==> src/rtl/cdb_arbiter_pkg.sv <==
// Shared FU/CDB definitions: sizes, index types, the broadcast entry and helpers
// used by the completion arbiter.
package cdb_arbiter_pkg;

    localparam int NUM_FU   = 5;
    localparam int NUM_CDB  = 2;
    localparam int NUM_ROB  = 8;
    localparam int NUM_PR   = 64;
    localparam int VAL_W    = 64;
    localparam int FU_IDX_W = $clog2(NUM_FU);
    localparam int ROB_W    = $clog2(NUM_ROB);
    localparam int PR_W     = $clog2(NUM_PR);

    typedef logic [FU_IDX_W-1:0] fu_idx_t;
    typedef logic [ROB_W-1:0]    rob_idx_t;
    typedef logic [PR_W-1:0]     pr_idx_t;

    typedef struct packed {
        logic             valid;
        pr_idx_t          T_idx;
        rob_idx_t         ROB_idx;
        logic [VAL_W-1:0] value;
    } cdb_entry_t;

    // FU index `off` positions after `base`, wrapping at NUM_FU.
    function automatic fu_idx_t fu_wrap(input fu_idx_t base, input int unsigned off);
        int unsigned sum;
        sum = 32'(base) + off;
        return fu_idx_t'(sum % NUM_FU);
    endfunction

    // Distances are taken from the rollback entry; NUM_ROB is a power of two,
    // so ROB_W-bit subtraction is the modulo. The rollback entry itself survives.
    function automatic logic rob_squashed(input logic en, input rob_idx_t idx,
                                          input rob_idx_t rb, input rob_idx_t tail);
        rob_idx_t d_idx;
        rob_idx_t d_tail;
        d_idx  = idx - rb;
        d_tail = tail - rb;
        return en && (d_idx != '0) && (d_idx <= d_tail);
    endfunction

endpackage

==> src/rtl/cdb_arbiter_if.sv <==
// FU completion / CDB broadcast bundle between the functional units, the ROB
// and the completion arbiter.
interface cdb_arbiter_if;
    import cdb_arbiter_pkg::*;

    // Handshake: fu_done[i] is valid and CDB_valid[i] is accept; a transfer
    // happens on an edge where both are 1. The FU holds data while not accepted.
    logic [NUM_FU-1:0]         fu_done;
    logic [NUM_FU*PR_W-1:0]    fu_T_idx;
    logic [NUM_FU*ROB_W-1:0]   fu_ROB_idx;
    logic [NUM_FU*VAL_W-1:0]   fu_result;
    logic                      ROB_rollback_en;
    logic [ROB_W-1:0]          ROB_rollback_idx;
    logic [ROB_W-1:0]          ROB_tail_idx;
    logic [NUM_FU-1:0]         CDB_valid;
    logic [NUM_CDB-1:0]        CDB_broadcast_valid;
    logic [NUM_CDB*PR_W-1:0]   CDB_T_idx;
    logic [NUM_CDB*ROB_W-1:0]  CDB_ROB_idx;
    logic [NUM_CDB*VAL_W-1:0]  CDB_value;
    logic [FU_IDX_W-1:0]       dbg_rr_ptr;

    modport master (
        output fu_done, fu_T_idx, fu_ROB_idx, fu_result,
               ROB_rollback_en, ROB_rollback_idx, ROB_tail_idx,
        input  CDB_valid, CDB_broadcast_valid, CDB_T_idx, CDB_ROB_idx, CDB_value,
               dbg_rr_ptr
    );

    modport slave (
        input  fu_done, fu_T_idx, fu_ROB_idx, fu_result,
               ROB_rollback_en, ROB_rollback_idx, ROB_tail_idx,
        output CDB_valid, CDB_broadcast_valid, CDB_T_idx, CDB_ROB_idx, CDB_value,
               dbg_rr_ptr
    );

endinterface

==> src/rtl/cdb_arbiter_rr_multi_select.sv <==
// Rotating-priority pick of up to NUM_CDB requesters, scanning from `start`.
// Slot s receives the s-th requester found in scan order.
module cdb_arbiter_rr_multi_select
    import cdb_arbiter_pkg::*;
(
    input  logic [NUM_FU-1:0]  req,
    input  fu_idx_t            start,
    output logic [NUM_FU-1:0]  grant,
    output logic [NUM_CDB-1:0] slot_valid,
    output fu_idx_t            slot_idx [NUM_CDB],
    output logic               any_grant,
    output fu_idx_t            last_idx
);

    always_comb begin
        grant      = '0;
        slot_valid = '0;
        last_idx   = start;
        for (int s = 0; s < NUM_CDB; s++) begin
            slot_idx[s] = '0;
        end
        // Each slot takes the first requester in scan order not already granted.
        for (int s = 0; s < NUM_CDB; s++) begin
            for (int k = 0; k < NUM_FU; k++) begin
                fu_idx_t idx;
                idx = fu_wrap(start, k);
                if (!slot_valid[s] && req[idx] && !grant[idx]) begin
                    slot_valid[s] = 1'b1;
                    slot_idx[s]   = idx;
                    grant[idx]    = 1'b1;
                    last_idx      = idx;
                end
            end
        end
    end

    assign any_grant = |slot_valid;

endmodule

==> src/rtl/cdb_arbiter.sv <==
// Completion arbiter: filters rollback-stale results, grants up to NUM_CDB live
// FUs round-robin and broadcasts them on registered CDB slots one cycle later.
module cdb_arbiter
    import cdb_arbiter_pkg::*;
(
    input  logic         clock,
    input  logic         reset,
    cdb_arbiter_if.slave bus
);

    logic [NUM_FU-1:0]  squash;
    logic [NUM_FU-1:0]  live_req;
    logic [NUM_FU-1:0]  drain;
    logic [NUM_FU-1:0]  grant;
    logic [NUM_CDB-1:0] slot_valid;
    fu_idx_t            slot_idx [NUM_CDB];
    fu_idx_t            last_idx;
    fu_idx_t            rr_ptr;
    logic               any_grant;
    cdb_entry_t         slot_d [NUM_CDB];
    cdb_entry_t         slot_q [NUM_CDB];

    always_comb begin
        squash = '0;
        for (int i = 0; i < NUM_FU; i++) begin
            squash[i] = rob_squashed(bus.ROB_rollback_en,
                                     bus.fu_ROB_idx[i*ROB_W +: ROB_W],
                                     bus.ROB_rollback_idx, bus.ROB_tail_idx);
        end
    end

    // Stale results are accepted so the FU drains, but never compete for a slot.
    assign live_req = reset ? '0 : (bus.fu_done & ~squash);
    assign drain    = reset ? '0 : (bus.fu_done & squash);

    cdb_arbiter_rr_multi_select u_select (
        .req        (live_req),
        .start      (rr_ptr),
        .grant      (grant),
        .slot_valid (slot_valid),
        .slot_idx   (slot_idx),
        .any_grant  (any_grant),
        .last_idx   (last_idx)
    );

    assign bus.CDB_valid = grant | drain;

    always_comb begin
        for (int s = 0; s < NUM_CDB; s++) begin
            slot_d[s]       = '0;
            slot_d[s].valid = slot_valid[s];
            for (int k = 0; k < NUM_FU; k++) begin
                if (slot_idx[s] == fu_idx_t'(k)) begin
                    slot_d[s].T_idx   = bus.fu_T_idx[k*PR_W +: PR_W];
                    slot_d[s].ROB_idx = bus.fu_ROB_idx[k*ROB_W +: ROB_W];
                    slot_d[s].value   = bus.fu_result[k*VAL_W +: VAL_W];
                end
            end
        end
    end

    always_ff @(posedge clock) begin
        if (reset) begin
            rr_ptr <= '0;
            for (int s = 0; s < NUM_CDB; s++) begin
                slot_q[s] <= '0;
            end
        end else begin
            for (int s = 0; s < NUM_CDB; s++) begin
                slot_q[s] <= slot_d[s];
            end
            if (any_grant) begin
                rr_ptr <= fu_wrap(last_idx, 1);
            end
        end
    end

    always_comb begin
        bus.CDB_broadcast_valid = '0;
        bus.CDB_T_idx           = '0;
        bus.CDB_ROB_idx         = '0;
        bus.CDB_value           = '0;
        for (int s = 0; s < NUM_CDB; s++) begin
            bus.CDB_broadcast_valid[s]          = slot_q[s].valid;
            bus.CDB_T_idx[s*PR_W +: PR_W]       = slot_q[s].T_idx;
            bus.CDB_ROB_idx[s*ROB_W +: ROB_W]   = slot_q[s].ROB_idx;
            bus.CDB_value[s*VAL_W +: VAL_W]     = slot_q[s].value;
        end
    end

    assign bus.dbg_rr_ptr = rr_ptr;

endmodule

==> src/flat_wrapper.sv <==
// flat-port wrapper written by rule: the top's interface ports become plain ports
module cdb_arbiter_flat import cdb_arbiter_pkg::*;
  (clock, reset, bus_fu_done, bus_fu_T_idx, bus_fu_ROB_idx, bus_fu_result, bus_ROB_rollback_en, bus_ROB_rollback_idx, bus_ROB_tail_idx, bus_CDB_valid, bus_CDB_broadcast_valid, bus_CDB_T_idx, bus_CDB_ROB_idx, bus_CDB_value, bus_dbg_rr_ptr);
  cdb_arbiter_if bus_i ();
  input  logic clock;
  input  logic reset;
  input wire logic [$bits(bus_i.fu_done)-1:0] bus_fu_done;
  input wire logic [$bits(bus_i.fu_T_idx)-1:0] bus_fu_T_idx;
  input wire logic [$bits(bus_i.fu_ROB_idx)-1:0] bus_fu_ROB_idx;
  input wire logic [$bits(bus_i.fu_result)-1:0] bus_fu_result;
  input wire logic [$bits(bus_i.ROB_rollback_en)-1:0] bus_ROB_rollback_en;
  input wire logic [$bits(bus_i.ROB_rollback_idx)-1:0] bus_ROB_rollback_idx;
  input wire logic [$bits(bus_i.ROB_tail_idx)-1:0] bus_ROB_tail_idx;
  output wire logic [$bits(bus_i.CDB_valid)-1:0] bus_CDB_valid;
  output wire logic [$bits(bus_i.CDB_broadcast_valid)-1:0] bus_CDB_broadcast_valid;
  output wire logic [$bits(bus_i.CDB_T_idx)-1:0] bus_CDB_T_idx;
  output wire logic [$bits(bus_i.CDB_ROB_idx)-1:0] bus_CDB_ROB_idx;
  output wire logic [$bits(bus_i.CDB_value)-1:0] bus_CDB_value;
  output wire logic [$bits(bus_i.dbg_rr_ptr)-1:0] bus_dbg_rr_ptr;
  assign bus_i.fu_done = bus_fu_done;
  assign bus_i.fu_T_idx = bus_fu_T_idx;
  assign bus_i.fu_ROB_idx = bus_fu_ROB_idx;
  assign bus_i.fu_result = bus_fu_result;
  assign bus_i.ROB_rollback_en = bus_ROB_rollback_en;
  assign bus_i.ROB_rollback_idx = bus_ROB_rollback_idx;
  assign bus_i.ROB_tail_idx = bus_ROB_tail_idx;
  assign bus_CDB_valid = bus_i.CDB_valid;
  assign bus_CDB_broadcast_valid = bus_i.CDB_broadcast_valid;
  assign bus_CDB_T_idx = bus_i.CDB_T_idx;
  assign bus_CDB_ROB_idx = bus_i.CDB_ROB_idx;
  assign bus_CDB_value = bus_i.CDB_value;
  assign bus_dbg_rr_ptr = bus_i.dbg_rr_ptr;
  cdb_arbiter u_core (.clock(clock), .reset(reset), .bus(bus_i));
endmodule
==> config.mk <==
export PLATFORM = sky130hd
export DESIGN_NAME = cdb_arbiter_flat
export DESIGN_NICKNAME = d
export VERILOG_FILES = /design/src/rtl/cdb_arbiter_pkg.sv /design/src/rtl/cdb_arbiter_if.sv /design/src/rtl/cdb_arbiter_rr_multi_select.sv /design/src/rtl/cdb_arbiter.sv /design/src/flat_wrapper.sv
export SDC_FILE = /design/constraint.sdc
export NUM_CORES = 1
export LEC_CHECK = 0
export ABC_CLOCK_PERIOD_IN_PS = 23900
export CAP_MARGIN = 40
export CORE_AREA = 2 2 206 208
export DETAILED_ROUTE_END_ITERATION = 8
export DIE_AREA = 0 0 208 210
export MAX_ROUTING_LAYER = met4
export PLACE_DENSITY_LB_ADDON = 0.3
export SYNTH_ARGS = -nofsm -noshare
export SYNTH_HDL_FRONTEND = slang
export SYNTH_SLANG_ARGS = --single-unit
==> constraint.sdc <==
create_clock -name clock -period 23.9 [get_ports clock]
set_input_delay 7.17 -clock clock [delete_from_list [all_inputs] [get_ports clock]]
set_output_delay 7.17 -clock clock [all_outputs]
set_load 0.03 [all_outputs]
# == Word level (Yosys, flattened, before mapping) ==
# Memory sizes are Yosys's and may differ from the RTL's.
# Cells that the tools add are included.
# classes
addsub,11
n_div,6
magnitude_cmp,15
n_eq_ne,8
n_mux,96
n_bitwise,15
n_reduce_logical,59
# ops
op,n
2-to-1 mux 73 bit,10
modulo 32 x 3 -> 32 bit (second input constant),5
2-to-1 mux 74 bit,2
2-to-1 mux 3 bit,20
2-to-1 mux 5 bit,12
OR 5 bit,10
binary-select mux 1 bit (select 3 bit),14
logical AND 1 bit,33
2-to-1 mux 1 bit,33
modulo 3 x 3 -> 32 bit (second input constant),1
less-than comparator 3 x 4 -> 1 bit (second input constant),5
zero test 1 bit,18
subtractor 3 bit,6
demux 1 bit (select 3 bit),5
>= comparator 3 x 1 -> 1 bit (second input constant),5
<= comparator 3 bit,5
nonzero test 3 bit,5
equality test 3 x 2 -> 1 bit (second input constant),4
bitwise AND 5 bit,2
adder 3 x 1 -> 4 bit (second input constant),2
adder 3 x 2 -> 4 bit (second input constant),2
equality test 3 x 1 -> 1 bit (second input constant),2
equality test 3 bit (second input constant),2
zero test 3 bit,2
4 further kinds,5
# word_totals
regBits,3
ramBits,148
mem_bits_ro,8
wordCells,213
n_memories,2
# memory_table
name,depth,width,rd,rd_ports_with_merged_regs,wr,line,text
u_core.slot_q,2,74,2,0,2,cdb_arbiter.sv:21,cdb_entry_t slot_q [NUM_CDB];
(name not given),8,1,1,0,0,cdb_arbiter_rr_multi_select.sv:27,if (!slot_valid[s] && req[idx] && !grant[idx]) begin

# == Logic depth before layout (Yosys ltp) ==
# logic_depth
ltp_word,63
mapped_depth,30
depth_no_buf,27

# == Cells and area by module ==
# A second synthesis with hierarchy kept.
# unflattened
cells_unflattened,1345
area_unflattened_um2,12906.1
# modules_own_cells
mod,n_inst,cells_per_inst,area_per_inst_um2,seq_area_each_um2
cdb_arbiter,1,938,9929.5,3022.9
cdb_arbiter_rr_multi_select,1,407,2976.6,0.0

# == Worst setup path before layout ==
# No wires, ideal clock.
# synth_path
path_type,in2out
start,in bus_ROB_rollback_idx[1]
end,out bus_CDB_valid[0]
t_arrival_ns,12.849
t_required_ns,16.730
setup_slack_ns,3.881
cell_stages,19
path_buffers,1
cell_sequence,inv_1 > fa_1 > xnor2_1 > ha_1 > and3_1 > a211oi_1 > o21ai_1 > o2bb2ai_1 > a221oi_2 > o211a_2 > nor3_2 > a221o_1 > a21o_1 > a211oi_2 > buf_4 > o211a_1 > a21oi_1 > a2111o_1 > o311ai_0
# synth_via
elab_chain_len,57
word_cells_on_any_way,122
# synth_lines
item,line,text
from (decl),flat_wrapper.sv:12,input wire logic [$bits(bus_i.ROB_rollback_idx)-1:0] bus_ROB_rollback_idx;
"parallel branches: the longest is 56 deep, another holds subtractor 3 bit",n/a,
OR 5 bit (*),cdb_arbiter.sv:46,assign bus.CDB_valid = grant | drain;
to (decl),flat_wrapper.sv:14,output wire logic [$bits(bus_i.CDB_valid)-1:0] bus_CDB_valid;
# Mark *: on every way between the ends. The select of a mux whose other input is x is not followed.

# == Worst setup path after layout ==
# layout_path
start,in bus_ROB_rollback_idx[0]
end,out bus_CDB_valid[0]
# The elaborated chain is that of the path after synthesis.

==> impl_results.md <==
- GRT Util Overall: 28.9%
- Yosys warns: 0
- Design Area, Final: 18300 sq um
- DRC violations left: 0
- Slew @ Worst Pin: 0.876 ns
- Routed vias/inst: 5.81
- Critical path data arrival time: 14.91 ns
- Setup Total Neg Slack: 0 ns
- CTS Buf Count: 17
- Io pins: 535
- Syn avg cell area: 8.70 sq um
- Wire per inst: 26.9 um
- Initial Util: 28.4%
- CP max stage cell: clkdlybuf4s50_1
- Worst-skew pair later-pin latency: 0.49 ns
- Clock transition at path regs: 0.07 ns
- Die area: 43700 sq um
- Syn nets: 1784
- Fillers: 4100
- Post-CTS Setup Inserts: 0
- DP HPWL: 47.6 mm
- I/O Buffers: 534
- Status: complete, no violations
- Layout cells sized above 1: 7.09%
- Die Y: 210 um
- Vias: 13900
- Worst Setup Path Type: primary input to output port
- Sequential area share after synthesis: 25.7%
- Synth cell types: 90
- Nets@finish: 2250
- Mapped Area: 11800 sq um
- Initial drt markers: 1464
- Hold Path Class: flop to flop
- Final setup vio count: 0
- DR pass1 iterations: 7
- Placement Rows: 75
- Cts hold-fix bufs: 0
- Critical Path RT: 16.73 ns
- Remaining antenna violation count: 0
- Syn-to-layout area delta: 55.3%
- Fin. Hold Viols: 0
- Util after Layout: 44.1%
- Crit-path cells: clkdlybuf4s50_1, ha_1, inv_1, fa_1, xnor2_1, ha_1, and3_1, a211oi_1, o21ai_1, o2bb2ai_1, a221oi_2, o211a_2, nor3_2, buf_4, a221o_1, a21o_1, a211oi_2, o211a_1, a21oi_1, a2111o_1, o311ai_0, clkdlybuf4s50_1
- Period minus WS final: 22.08 ns
- CTS Sinks: 151
- Tcrit/Tclk final: 92.4%
- Worst Clk Skew: 0.0117 ns
- Post-synth EDFFs: 0
- Pin count of the biggest net entering global routing: 63
- First-pass GRT wire length: 92.3 mm
- Synth Flop Type: dfxtp_1
- Initial antenna violation count: 18
- Area post-placement: 17700 sq um
- Synthesized flop and latch total: 151
- Async SR Flop Fraction: 0%
- PostCTS Resize Cnt: 0
- Worst slew margin relative to its limit: 41.2%
- CP Launch Type: primary input
- Cells after synthesis: 1354
- Max_cap viols: 0
- Placer congestion estimate: 0.962
- Vias in the first global route: 13900
- Die W: 208 um
- Grt total ovfl: 0
- Clock Tree Buf Depth: 2
- Root buffer selected by CTS: clkbuf_16
- Max Freq: 45.3 MHz
- RSZ-0062 raised after global routing: no
- Worst setup EP type: output port
- Slew Limit Fails: 0
- CP max stage delay: 0.80 ns
- Core area: 41500 sq um
- Post-Route WL: 64.2 mm
- CTS tree: yes
- H-tree depth: 4
- Max FO, Critical Path: 15
flip-flops by register name, summed over array words and instances (netlist names):
register / count
u_core.bus.dbg_rr_ptr: 3
u_core.slot_q: 148
layout by cell type (no fill, tap or decap), types with 15 or more instances in the layout:
cell type | synthesis | routed
o21ai_0 | 92 | 92
diode_2 | 0 | 18
o221ai_2 | 17 | 17
a22oi_1 | 75 | 74
o221ai_1 | 59 | 59
o21ai_1 | 16 | 15
buf_4 | 5 | 26
inv_1 | 30 | 30
clkbuf_16 | 0 | 17
nand2_1 | 105 | 105
nand2b_1 | 18 | 18
a221o_1 | 74 | 74
clkdlybuf4s50_1 | 0 | 533
mux2i_1 | 157 | 157
a21oi_1 | 116 | 116
ha_1 | 44 | 44
dfxtp_1 | 151 | 151
nor2_1 | 34 | 33
path summary, 6_finish.rpt:
path                            start                  endpoint  slack, ns  cells after the start
max           bus_ROB_rollback_idx[0]          bus_CDB_valid[0]       1.82                     22
min          u_core.bus.dbg_rr_ptr[1]  u_core.bus.dbg_rr_ptr[1]       0.78                      3
max reg2reg  u_core.bus.dbg_rr_ptr[2]     u_core.slot_q[0][145]      14.61                     24
min reg2reg  u_core.bus.dbg_rr_ptr[1]  u_core.bus.dbg_rr_ptr[1]       0.78                      3
area by class of cell:
type | instances | area (sq um) | share of cell area, %
sequential | 151 | 3020 | 16.5
clock inverter | 14 | 169 | 0.923
clock buffer | 18 | 429 | 2.35
inverter | 34 | 128 | 0.697
antenna | 18 | 45.0 | 0.246
multi-input combinational | 1051 | 8160 | 44.6
tap | 539 | 674 | 3.69
timing repair buffer | 565 | 5670 | 31.0
layer usage:
| layer | GRT usage, % | up-vias | part of all wire (%) |
|---|---|---|---|
| met3 | 7.78 | 118 | 8.4 |
| li1 | - | 6275 | - |
| met1 | 34.5 | 6726 | 40 |
| met2 | 46.6 | 777 | 48 |
| met4 | 11.2 | 0 | 3.4 |
| met5 | - | - | 0 |
logic make-up (layout without fill, tap and decap cells):
family	Yosys count	in the layout	share of synthesized area [%]
AO/OA/AOI/OAI	575	575	36.4
XOR/XNOR	19	19	2.19
adder cells (fa/ha/maj)	51	51	5.86
buffers and inverters	152	631	5.75
flip-flops	151	151	25.7
multiplexers	164	164	14.1
other	0	18	0
AND/OR/NAND/NOR	242	242	10.0
Yosys cell counts (30+ instances only):
cell type    n  area [sq um]
dfxtp_1    151          3020
a21oi_1    116           581
clkbuf_1    78           293
inv_1       30           113
a22oi_1     75           563
ha_1        44           551
nand2_1    105           394
o21ai_0     92           460
o221ai_1    59           517
a221o_1     74           741
nor2_1      34           128
mux2i_1    157          1570
critical path, delay by kind of cell:
| kind | cells | cell delay [ns] |
|---|---|---|
| xor+xnor | 1 | 0.50 |
| fa+ha+maj | 3 | 0.91 |
| buf+inv | 4 | 1.69 |
| compound gates | 12 | 4.35 |
| simple gates | 2 | 0.26 |
stage by stage:
| step | setup WS (ns) | instances | hold WS [ns] |
|---|---|---|---|
| 4_1_cts | 1.91 | 2372 | 0.775 |
| 2_1_floorplan | 3.88 | 1354 | 0.917 |
| 5_1_grt | 1.38 | 2388 | 0.840 |
| 3_5_place_dp | 1.92 | 2340 | 0.763 |
| 6_report | 1.82 | 2390 | 0.783 |
| 3_3_place_gp | 1.74 | 2333 | 0.743 |
Power is not shown: default switching activity piles up to over one toggle a cycle in this logic, so the estimate is an artifact.
